$ cat src/rtl/rv32_pkg.sv
`default_nettype none
// ============================================================================
// Module   : rv32_pkg
// Brief    : Shared RV32I load/store funct3 codes and LSU FSM state encoding.
// Revision : 1.0 - initial release
// ============================================================================
package rv32_pkg;

    localparam logic [2:0] F3_LB  = 3'b000;
    localparam logic [2:0] F3_LH  = 3'b001;
    localparam logic [2:0] F3_LW  = 3'b010;
    localparam logic [2:0] F3_LBU = 3'b100;
    localparam logic [2:0] F3_LHU = 3'b101;
    localparam logic [2:0] F3_SB  = 3'b000;
    localparam logic [2:0] F3_SH  = 3'b001;
    localparam logic [2:0] F3_SW  = 3'b010;

    typedef enum logic [1:0] {
        S_IDLE = 2'd0,
        S_REQ  = 2'd1,
        S_DONE = 2'd2
    } lsu_state_e;

    function automatic logic funct3_legal(input logic store, input logic [2:0] f3);
        if (store) begin
            return (f3 == F3_SB) || (f3 == F3_SH) || (f3 == F3_SW);
        end
        return (f3 == F3_LB) || (f3 == F3_LH) || (f3 == F3_LW) ||
               (f3 == F3_LBU) || (f3 == F3_LHU);
    endfunction

endpackage
`default_nettype wire

$ cat src/rtl/lsu_if.sv
`default_nettype none
// ============================================================================
// Module   : lsu_if
// Brief    : Data-memory req/ack bus between the LSU (master) and memory (slave).
// Revision : 1.0 - initial release
// ============================================================================
interface lsu_if;
    logic        req;
    logic        we;
    logic [31:0] addr;
    logic [3:0]  be;
    logic [31:0] wdata;
    logic [31:0] rdata;
    logic        ack;

    modport master (output req, we, addr, be, wdata, input rdata, ack);
    modport slave  (input req, we, addr, be, wdata, output rdata, ack);
endinterface
`default_nettype wire

$ cat src/rtl/lsu_load_align.sv
`default_nettype none
// ============================================================================
// Module   : lsu_load_align
// Brief    : Selects the load lane from a read word and sign/zero-extends it.
// Revision : 1.0 - initial release
// ============================================================================
module lsu_load_align
    import rv32_pkg::*;
(
    input  logic [2:0]  funct3,
    input  logic [1:0]  addr_lo,
    input  logic [31:0] rdata,
    output logic [31:0] data
);
    logic [7:0]  w_byte;
    logic [15:0] w_half;

    always_comb begin
        w_byte = rdata[8*addr_lo +: 8];
        w_half = addr_lo[1] ? rdata[31:16] : rdata[15:0];
        case (funct3)
            F3_LB:   data = {{24{w_byte[7]}}, w_byte};
            F3_LBU:  data = {24'b0, w_byte};
            F3_LH:   data = {{16{w_half[15]}}, w_half};
            F3_LHU:  data = {16'b0, w_half};
            F3_LW:   data = rdata;
            default: data = 32'b0;
        endcase
    end
endmodule
`default_nettype wire

$ cat src/rtl/lsu.sv
`default_nettype none
// ============================================================================
// Module   : lsu
// Brief    : Load/store unit: one req/ack memory access per instruction, with
//            lane placement, load extension, core stall and ack timeout.
//            LSU_MISALIGN_TRAP_EN: trap misaligned accesses instead of aligning.
// Revision : 1.0 - initial release
// ============================================================================
module lsu
    import rv32_pkg::*;
#(
    parameter int ACK_TIMEOUT = 16
) (
    input  logic        clk,
    input  logic        rst_n,
    input  logic        lsu_valid,
    input  logic        lsu_store,
    input  logic [2:0]  lsu_funct3,
    input  logic [31:0] lsu_addr,
    input  logic [31:0] lsu_wdata,
    output logic        lsu_stall,
    output logic        lsu_done,
    output logic [31:0] lsu_load_data,
    output logic        lsu_bus_err,
    output logic        lsu_misalign,
    lsu_if.master       dmem
);
    localparam int CNT_W = $clog2(ACK_TIMEOUT);

    lsu_state_e       state_q, state_d;
    logic [CNT_W-1:0] cnt_q, cnt_d;
    logic [2:0]       funct3_q, funct3_d;
    logic [1:0]       addr_lo_q, addr_lo_d;
    logic             store_q, store_d;
    logic [31:0]      load_data_q, load_data_d;
    logic             bus_err_q, bus_err_d;
    logic             misalign_q, misalign_d;
    logic             req_q, req_d;
    logic             we_q, we_d;
    logic [29:0]      addr_q, addr_d;
    logic [3:0]       be_q, be_d;
    logic [31:0]      wdata_q, wdata_d;

    logic [1:0]       w_lo;
    logic             w_trap;
    logic [3:0]       w_be;
    logic [31:0]      w_wdata;
    logic [31:0]      w_ext;

    // Lane offset actually used for the access; untrapped builds drop the low bits.
    always_comb begin
`ifdef LSU_MISALIGN_TRAP_EN
        w_lo   = lsu_addr[1:0];
        w_trap = ((lsu_funct3[1:0] == 2'b01) && lsu_addr[0]) ||
                 ((lsu_funct3[1:0] == 2'b10) && (lsu_addr[1:0] != 2'b00));
`else
        w_trap = 1'b0;
        case (lsu_funct3[1:0])
            2'b01:   w_lo = {lsu_addr[1], 1'b0};
            2'b10:   w_lo = 2'b00;
            default: w_lo = lsu_addr[1:0];
        endcase
`endif
    end

    always_comb begin
        case (lsu_funct3[1:0])
            2'b00: begin
                w_be    = 4'b0001 << w_lo;
                w_wdata = {4{lsu_wdata[7:0]}};
            end
            2'b01: begin
                w_be    = w_lo[1] ? 4'b1100 : 4'b0011;
                w_wdata = {2{lsu_wdata[15:0]}};
            end
            default: begin
                w_be    = 4'b1111;
                w_wdata = lsu_wdata;
            end
        endcase
    end

    lsu_load_align u_load_align (
        .funct3  (funct3_q),
        .addr_lo (addr_lo_q),
        .rdata   (dmem.rdata),
        .data    (w_ext)
    );

    always_comb begin
        state_d     = state_q;
        cnt_d       = cnt_q;
        funct3_d    = funct3_q;
        addr_lo_d   = addr_lo_q;
        store_d     = store_q;
        load_data_d = load_data_q;
        bus_err_d   = bus_err_q;
        misalign_d  = misalign_q;
        req_d       = req_q;
        we_d        = we_q;
        addr_d      = addr_q;
        be_d        = be_q;
        wdata_d     = wdata_q;
        case (state_q)
            S_IDLE: begin
                bus_err_d  = 1'b0;
                misalign_d = 1'b0;
                if (lsu_valid) begin
                    funct3_d  = lsu_funct3;
                    store_d   = lsu_store;
                    addr_lo_d = w_lo;
                    if (!funct3_legal(lsu_store, lsu_funct3)) begin
                        state_d     = S_DONE;
                        load_data_d = 32'b0;
                    end else if (w_trap) begin
                        state_d     = S_DONE;
                        misalign_d  = 1'b1;
                        load_data_d = 32'b0;
                    end else begin
                        state_d = S_REQ;
                        cnt_d   = '0;
                        req_d   = 1'b1;
                        we_d    = lsu_store;
                        addr_d  = lsu_addr[31:2];
                        be_d    = lsu_store ? w_be : 4'b1111;
                        wdata_d = lsu_store ? w_wdata : 32'b0;
                    end
                end
            end
            S_REQ: begin
                cnt_d = cnt_q + CNT_W'(1);
                if (dmem.ack) begin
                    state_d = S_DONE;
                    req_d   = 1'b0;
                    if (!store_q) begin
                        load_data_d = w_ext;
                    end
                end else if (cnt_q == CNT_W'(ACK_TIMEOUT - 1)) begin
                    state_d     = S_DONE;
                    req_d       = 1'b0;
                    bus_err_d   = 1'b1;
                    load_data_d = 32'b0;
                end
            end
            S_DONE: begin
                state_d    = S_IDLE;
                bus_err_d  = 1'b0;
                misalign_d = 1'b0;
            end
            default: begin
                state_d = S_IDLE;
                req_d   = 1'b0;
            end
        endcase
    end

    always_ff @(posedge clk or negedge rst_n) begin
        if (!rst_n) begin
            state_q     <= S_IDLE;
            cnt_q       <= '0;
            funct3_q    <= 3'b0;
            addr_lo_q   <= 2'b0;
            store_q     <= 1'b0;
            load_data_q <= 32'b0;
            bus_err_q   <= 1'b0;
            misalign_q  <= 1'b0;
            req_q       <= 1'b0;
            we_q        <= 1'b0;
            addr_q      <= 30'b0;
            be_q        <= 4'b0;
            wdata_q     <= 32'b0;
        end else begin
            state_q     <= state_d;
            cnt_q       <= cnt_d;
            funct3_q    <= funct3_d;
            addr_lo_q   <= addr_lo_d;
            store_q     <= store_d;
            load_data_q <= load_data_d;
            bus_err_q   <= bus_err_d;
            misalign_q  <= misalign_d;
            req_q       <= req_d;
            we_q        <= we_d;
            addr_q      <= addr_d;
            be_q        <= be_d;
            wdata_q     <= wdata_d;
        end
    end

    assign lsu_done      = (state_q == S_DONE);
    assign lsu_stall     = lsu_valid & ~lsu_done;
    assign lsu_load_data = load_data_q;
    assign lsu_bus_err   = bus_err_q & lsu_done;
    assign lsu_misalign  = misalign_q & lsu_done;
    assign dmem.req      = req_q;
    assign dmem.we       = we_q;
    assign dmem.addr     = {addr_q, 2'b00};
    assign dmem.be       = be_q;
    assign dmem.wdata    = wdata_q;
endmodule
`default_nettype wire

$ cat src/flat_wrapper.sv
// flat-port wrapper written by rule: the top's interface ports become plain ports
module lsu_flat import rv32_pkg::*;
#(
    parameter int ACK_TIMEOUT = 16
)
  (clk, rst_n, lsu_valid, lsu_store, lsu_funct3, lsu_addr, lsu_wdata, lsu_stall, lsu_done, lsu_load_data, lsu_bus_err, lsu_misalign, dmem_req, dmem_we, dmem_addr, dmem_be, dmem_wdata, dmem_rdata, dmem_ack);
  lsu_if dmem_i ();
  input  logic clk;
  input  logic rst_n;
  input  logic lsu_valid;
  input  logic lsu_store;
  input  logic [2:0] lsu_funct3;
  input  logic [31:0] lsu_addr;
  input  logic [31:0] lsu_wdata;
  output logic lsu_stall;
  output logic lsu_done;
  output logic [31:0] lsu_load_data;
  output logic lsu_bus_err;
  output logic lsu_misalign;
  output wire logic [$bits(dmem_i.req)-1:0] dmem_req;
  output wire logic [$bits(dmem_i.we)-1:0] dmem_we;
  output wire logic [$bits(dmem_i.addr)-1:0] dmem_addr;
  output wire logic [$bits(dmem_i.be)-1:0] dmem_be;
  output wire logic [$bits(dmem_i.wdata)-1:0] dmem_wdata;
  input wire logic [$bits(dmem_i.rdata)-1:0] dmem_rdata;
  input wire logic [$bits(dmem_i.ack)-1:0] dmem_ack;
  assign dmem_req = dmem_i.req;
  assign dmem_we = dmem_i.we;
  assign dmem_addr = dmem_i.addr;
  assign dmem_be = dmem_i.be;
  assign dmem_wdata = dmem_i.wdata;
  assign dmem_i.rdata = dmem_rdata;
  assign dmem_i.ack = dmem_ack;
  lsu #(.ACK_TIMEOUT(ACK_TIMEOUT)) u_core (.clk(clk), .rst_n(rst_n), .lsu_valid(lsu_valid), .lsu_store(lsu_store), .lsu_funct3(lsu_funct3), .lsu_addr(lsu_addr), .lsu_wdata(lsu_wdata), .lsu_stall(lsu_stall), .lsu_done(lsu_done), .lsu_load_data(lsu_load_data), .lsu_bus_err(lsu_bus_err), .lsu_misalign(lsu_misalign), .dmem(dmem_i));
endmodule
$ cat config.mk
export PLATFORM = sky130hd
export DESIGN_NAME = lsu_flat
export DESIGN_NICKNAME = d
export VERILOG_FILES = /design/src/rtl/rv32_pkg.sv /design/src/rtl/lsu_if.sv /design/src/rtl/lsu_load_align.sv /design/src/rtl/lsu.sv /design/src/flat_wrapper.sv
export SDC_FILE = /design/constraint.sdc
export NUM_CORES = 1
export LEC_CHECK = 0
export CAP_MARGIN = 20
export CELL_PAD_IN_SITES_DETAIL_PLACEMENT = 0
export CELL_PAD_IN_SITES_GLOBAL_PLACEMENT = 1
export CORE_MARGIN = 1
export CORE_UTILIZATION = 30
export DETAILED_ROUTE_END_ITERATION = 8
export PLACE_DENSITY = 0.7
export SYNTH_ARGS = -nofsm -noshare
export SYNTH_HDL_FRONTEND = slang
export SYNTH_HIERARCHICAL = 1
export SYNTH_SLANG_ARGS = --single-unit
export TNS_END_PERCENT = 30
$ cat constraint.sdc
create_clock -name clk -period 2.6 [get_ports clk]
set_clock_uncertainty 0.2 [all_clocks]
set_input_delay 0.52 -clock clk [delete_from_list [all_inputs] [get_ports clk]]
set_output_delay 0.52 -clock clk [all_outputs]
set_load 0.02 [all_outputs]
==> results.sh <==
export IMPL_status="complete, but fails checks"
export IMPL_violations="negative hold slack"
export IMPL_fin_setup_tns_ns=0
export IMPL_r2r_cells=6
export IMPL_drv_cap=0
export IMPL_syn_inst=572
export IMPL_dr_pass1_iters=5
export IMPL_power_share_switching_pct=34.85
export IMPL_cp_slowest_stage_delay_ns=0.61
export IMPL_io_pins=210
export IMPL_ff_latch_area_um2=2828
export IMPL_synth_seq_cells=113
export IMPL_antenna_found_initial=0
export IMPL_cp_slowest_cell="clkdlybuf4s50_1"
export IMPL_setup_viol=0
export IMPL_r2r_slack_ns=0.59
export IMPL_r2r_start="u_core/cnt_q[0]$_DFFE_PN0P_"
export IMPL_worstSetupPathType="in -> out"
export IMPL_ys_warn_count=6
export IMPL_nNetsFinal=896
export IMPL_fp_dieH_um=140.5
export IMPL_drtIter0Drc=137
export IMPL_grt_pass1_wl_mm=27.73
export IMPL_cp_required_ns=1.88
export IMPL_grt_max_degree=114
export IMPL_grt_pass1_vias=5195
export IMPL_htreeDepth=4
export IMPL_initial_core_util_pct=30.67
export IMPL_hold_viol_final=30
export IMPL_rows=50
export IMPL_port_buffers=206
export IMPL_syn_cell_area_um2=5757
export IMPL_clk_latency_ns=0.41
export IMPL_maxSlewHeadroom_pct=53.51
export IMPL_ys_types=46
export IMPL_die_w_um=140.5
export IMPL_die_area_um2=19750
export IMPL_num_vias=4983
export IMPL_period_minus_slack_ns=2.528
export IMPL_period_share_pct=97.25
export IMPL_async_flop_share_pct=100.0
export IMPL_synth_edf_count=0
export IMPL_gp_routability_congestion=0.8202
export IMPL_crit_chain="clkdlybuf4s50_1, nor2b_1, clkdlybuf4s50_1"
export IMPL_drive_gt1_share_pct=15.11
export IMPL_power_density_nw_per_um2=936.7
export IMPL_synth_main_ff_cell="dfrtp_1"
export IMPL_clockBufferDepth=2
export IMPL_seqPwrFrac_pct=32.0
export IMPL_drt_wirelength_per_cell_um=17.00
export IMPL_drt_total_wl_mm=17.59
export IMPL_p_int_mw=5.339
export IMPL_final_max_slew_violation_count=0
export IMPL_cp_common_cell="clkdlybuf4s50_1"
export IMPL_timing_fmax_mhz=395.5
export IMPL_holdWs_ns=-0.06694
export IMPL_grt_use_total_pct=18.29
export IMPL_antenna_left=0
export IMPL_hold_path_class="in -> async"
export IMPL_multi_input_area_um2=2537
export IMPL_leakage_nw=3.837
export IMPL_diodes=0
export IMPL_ir_worst_vdd_uv=507.5
export IMPL_r2r_end="u_core/lsu_load_data[2]$_DFFE_PN0P_"
export IMPL_dp_hpwl_mm=12.67
export IMPL_final_cell_area_um2=8748
export IMPL_nFillCells=1771
export IMPL_detail_route_vias_per_cell=4.814
export IMPL_power_frac_comb_pct=40.3
export IMPL_place_area_um2=8164
export IMPL_ctsHoldBuffers=0
export IMPL_cp_end_kind="output pin"
export IMPL_syn_avg_cell_area_um2=10.06
export IMPL_crit_fanout=5
export IMPL_area_growth_pct=51.97
export IMPL_start_kind="input pin"
export IMPL_yosysSeqAreaShare_pct=49.12
export IMPL_worst_pin_slew_ns=0.6974
export IMPL_cts_num_sinks=113
export IMPL_cp_arrival_ns=1.81
export IMPL_numCtsBuffers=17
export IMPL_post_cts_repair_setup_buffers=0
export IMPL_clk_root_buffer_cell="clkbuf_16"
export IMPL_switching_power_mw=2.856
export IMPL_clkTransAtPathRegs_ns=0.05
export IMPL_core_area_um2=18770
export IMPL_globalRouteOverflowTotal=0
export IMPL_rsz0062_at_grt="false"
export IMPL_drc=0
export IMPL_pwr_share_clk_pct=27.7
export IMPL_cts_tree="done"
==> critical path, delay by kind of cell <==
family | cells | cell delay (ns)
buffers and inverters | 2 | 1.14
AND/OR/NAND/NOR | 1 | 0.15
==> placed cells by master, fill, tap and decap left out, types with 5 or more instances in the layout <==
| cell type | netlist | routed |
|---|---|---|
| a221o_1 | 7 | 7 |
| a22oi_1 | 9 | 9 |
| mux2_2 | 50 | 50 |
| nand2_1 | 107 | 107 |
| a21oi_1 | 30 | 30 |
| o21ai_0 | 35 | 35 |
| o31ai_1 | 17 | 17 |
| clkbuf_16 | 0 | 17 |
| dfrtp_1 | 113 | 113 |
| clkdlybuf4s50_1 | 0 | 204 |
| inv_1 | 45 | 45 |
| buf_4 | 3 | 29 |
| clkinvlp_4 | 0 | 5 |
| mux2i_1 | 46 | 46 |
| nor2b_1 | 5 | 5 |
| nor3_1 | 5 | 5 |
| and2_1 | 7 | 7 |
==> what timing repair did <==
item,4_1_cts,5_1_grt
gates resized for setup,0,1
endpoints found under the hold margin,0,0
endpoints found under the setup margin,0,1
==> through the flow <==
stage                     utilization [%]  worst slack (ns)  hold slack (ns)  cells  power [mW]
after floorplan                         -            0.3079          0.02441    574       4.415
after global placement              43.50           -0.1687           0.2596   1003       5.909
after detailed placement            43.50           -0.2409           0.2697   1003       5.959
after CTS                           46.60           0.02678          0.02408   1035       8.292
after global routing                46.61           0.03671          0.03266   1035       8.647
final                               46.61           0.07156         -0.06694   1035       8.195
==> cell families after synthesis <==
logic type | count (synthesis) | share of synthesized area [%]
compound gates | 122 | 13.30
flops | 113 | 49.12
simple gates | 145 | 11.06
other cells | 1 | 0.06514
mux | 98 | 18.50
buf+inv | 89 | 7.085
fa+ha+maj | 4 | 0.8694
==> worst max path at each step <==
| stage | start | end | slack, ns | depth (start not counted) |
|---|---|---|---|---|
| finish | lsu_valid | lsu_stall | 0.07 | 3 |
| global route | u_core/state_q[1]$_DFFE_PN0P_ | lsu_stall | 0.04 | 4 |
| CTS | u_core/state_q[0]$_DFFE_PN0P_ | lsu_bus_err | 0.03 | 3 |
| floorplan | lsu_funct3[1] | u_core/lsu_load_data[0]$_DFFE_PN0P_ | 0.31 | 9 |
| global placement | lsu_funct3[0] | u_core/lsu_load_data[3]$_DFFE_PN0P_ | -0.17 | 8 |
| detailed placement | lsu_funct3[0] | u_core/lsu_load_data[27]$_DFFE_PN0P_ | -0.24 | 8 |
==> final cells by class <==
type,instances,share of cell area (%)
clock buffers,19,5.063
clock inverters,13,1.588
inverters,47,2.017
multi-input cells,372,29.00
flip-flops and latches,113,32.32
well taps,234,3.347
repair buffers,237,26.66
==> synth_stat cells (2+ instances only) <==
| master | n | share of area (%) |
|---|---|---|
| buf_4 | 3 | 0.39 |
| inv_1 | 45 | 2.9 |
| dfrtp_1 | 113 | 49 |
| nor2_1 | 4 | 0.26 |
| a22o_1 | 2 | 0.30 |
| clkbuf_1 | 23 | 1.5 |
| buf_2 | 8 | 0.70 |
| nand2_1 | 107 | 7.0 |
| a31oi_1 | 4 | 0.43 |
| o31ai_1 | 17 | 2.2 |
| o21a_1 | 2 | 0.26 |
| buf_6 | 7 | 1.4 |
| nand3_1 | 3 | 0.26 |
| o22ai_1 | 2 | 0.22 |
| mux2i_1 | 46 | 8.0 |
| nor3_1 | 5 | 0.43 |
| nor2b_1 | 5 | 0.54 |
| o21ai_0 | 35 | 3.0 |
| and2_1 | 7 | 0.76 |
| and3_1 | 4 | 0.43 |
| o21ai_1 | 4 | 0.35 |
| a21oi_1 | 30 | 2.6 |
| a22oi_1 | 9 | 1.2 |
| or2_2 | 2 | 0.22 |
| a21o_1 | 3 | 0.39 |
| a221o_1 | 7 | 1.2 |
| mux2_2 | 50 | 9.8 |
| nor3b_1 | 4 | 0.52 |
| ha_1 | 4 | 0.87 |
==> layer usage <==
metal / wire length (µm) / GRT usage, %
met5: 0 / 0
met3: 1549 / 6.974
met1: 7412 / 22.02
met4: 242 / 6.178
met2: 8387 / 29.97
==> flip-flops by register name, indices dropped and copies added, names as in the netlist <==
name	flops
u_core/store_q	1
u_core/bus_err_q	1
u_core/addr_lo_q	2
u_core/dmem.req	1
u_core/state_q	2
u_core/cnt_q	4
u_core/dmem.be	4
u_core/lsu_load_data	32
u_core/funct3_q	3
u_core/addr_q	30
u_core/dmem.we	1
u_core/dmem.wdata	32
==> power by group through the flow <==
stage	sequential (mW)	clock, mW	combinational (mW)
floorplan	3.13	0	1.29
global placement	2.62	0	3.28
detailed placement	2.64	0	3.32
CTS	2.63	2.34	3.33
global route	2.70	2.41	3.53
finish	2.63	2.27	3.30
Power figures use the tool's default switching activity.
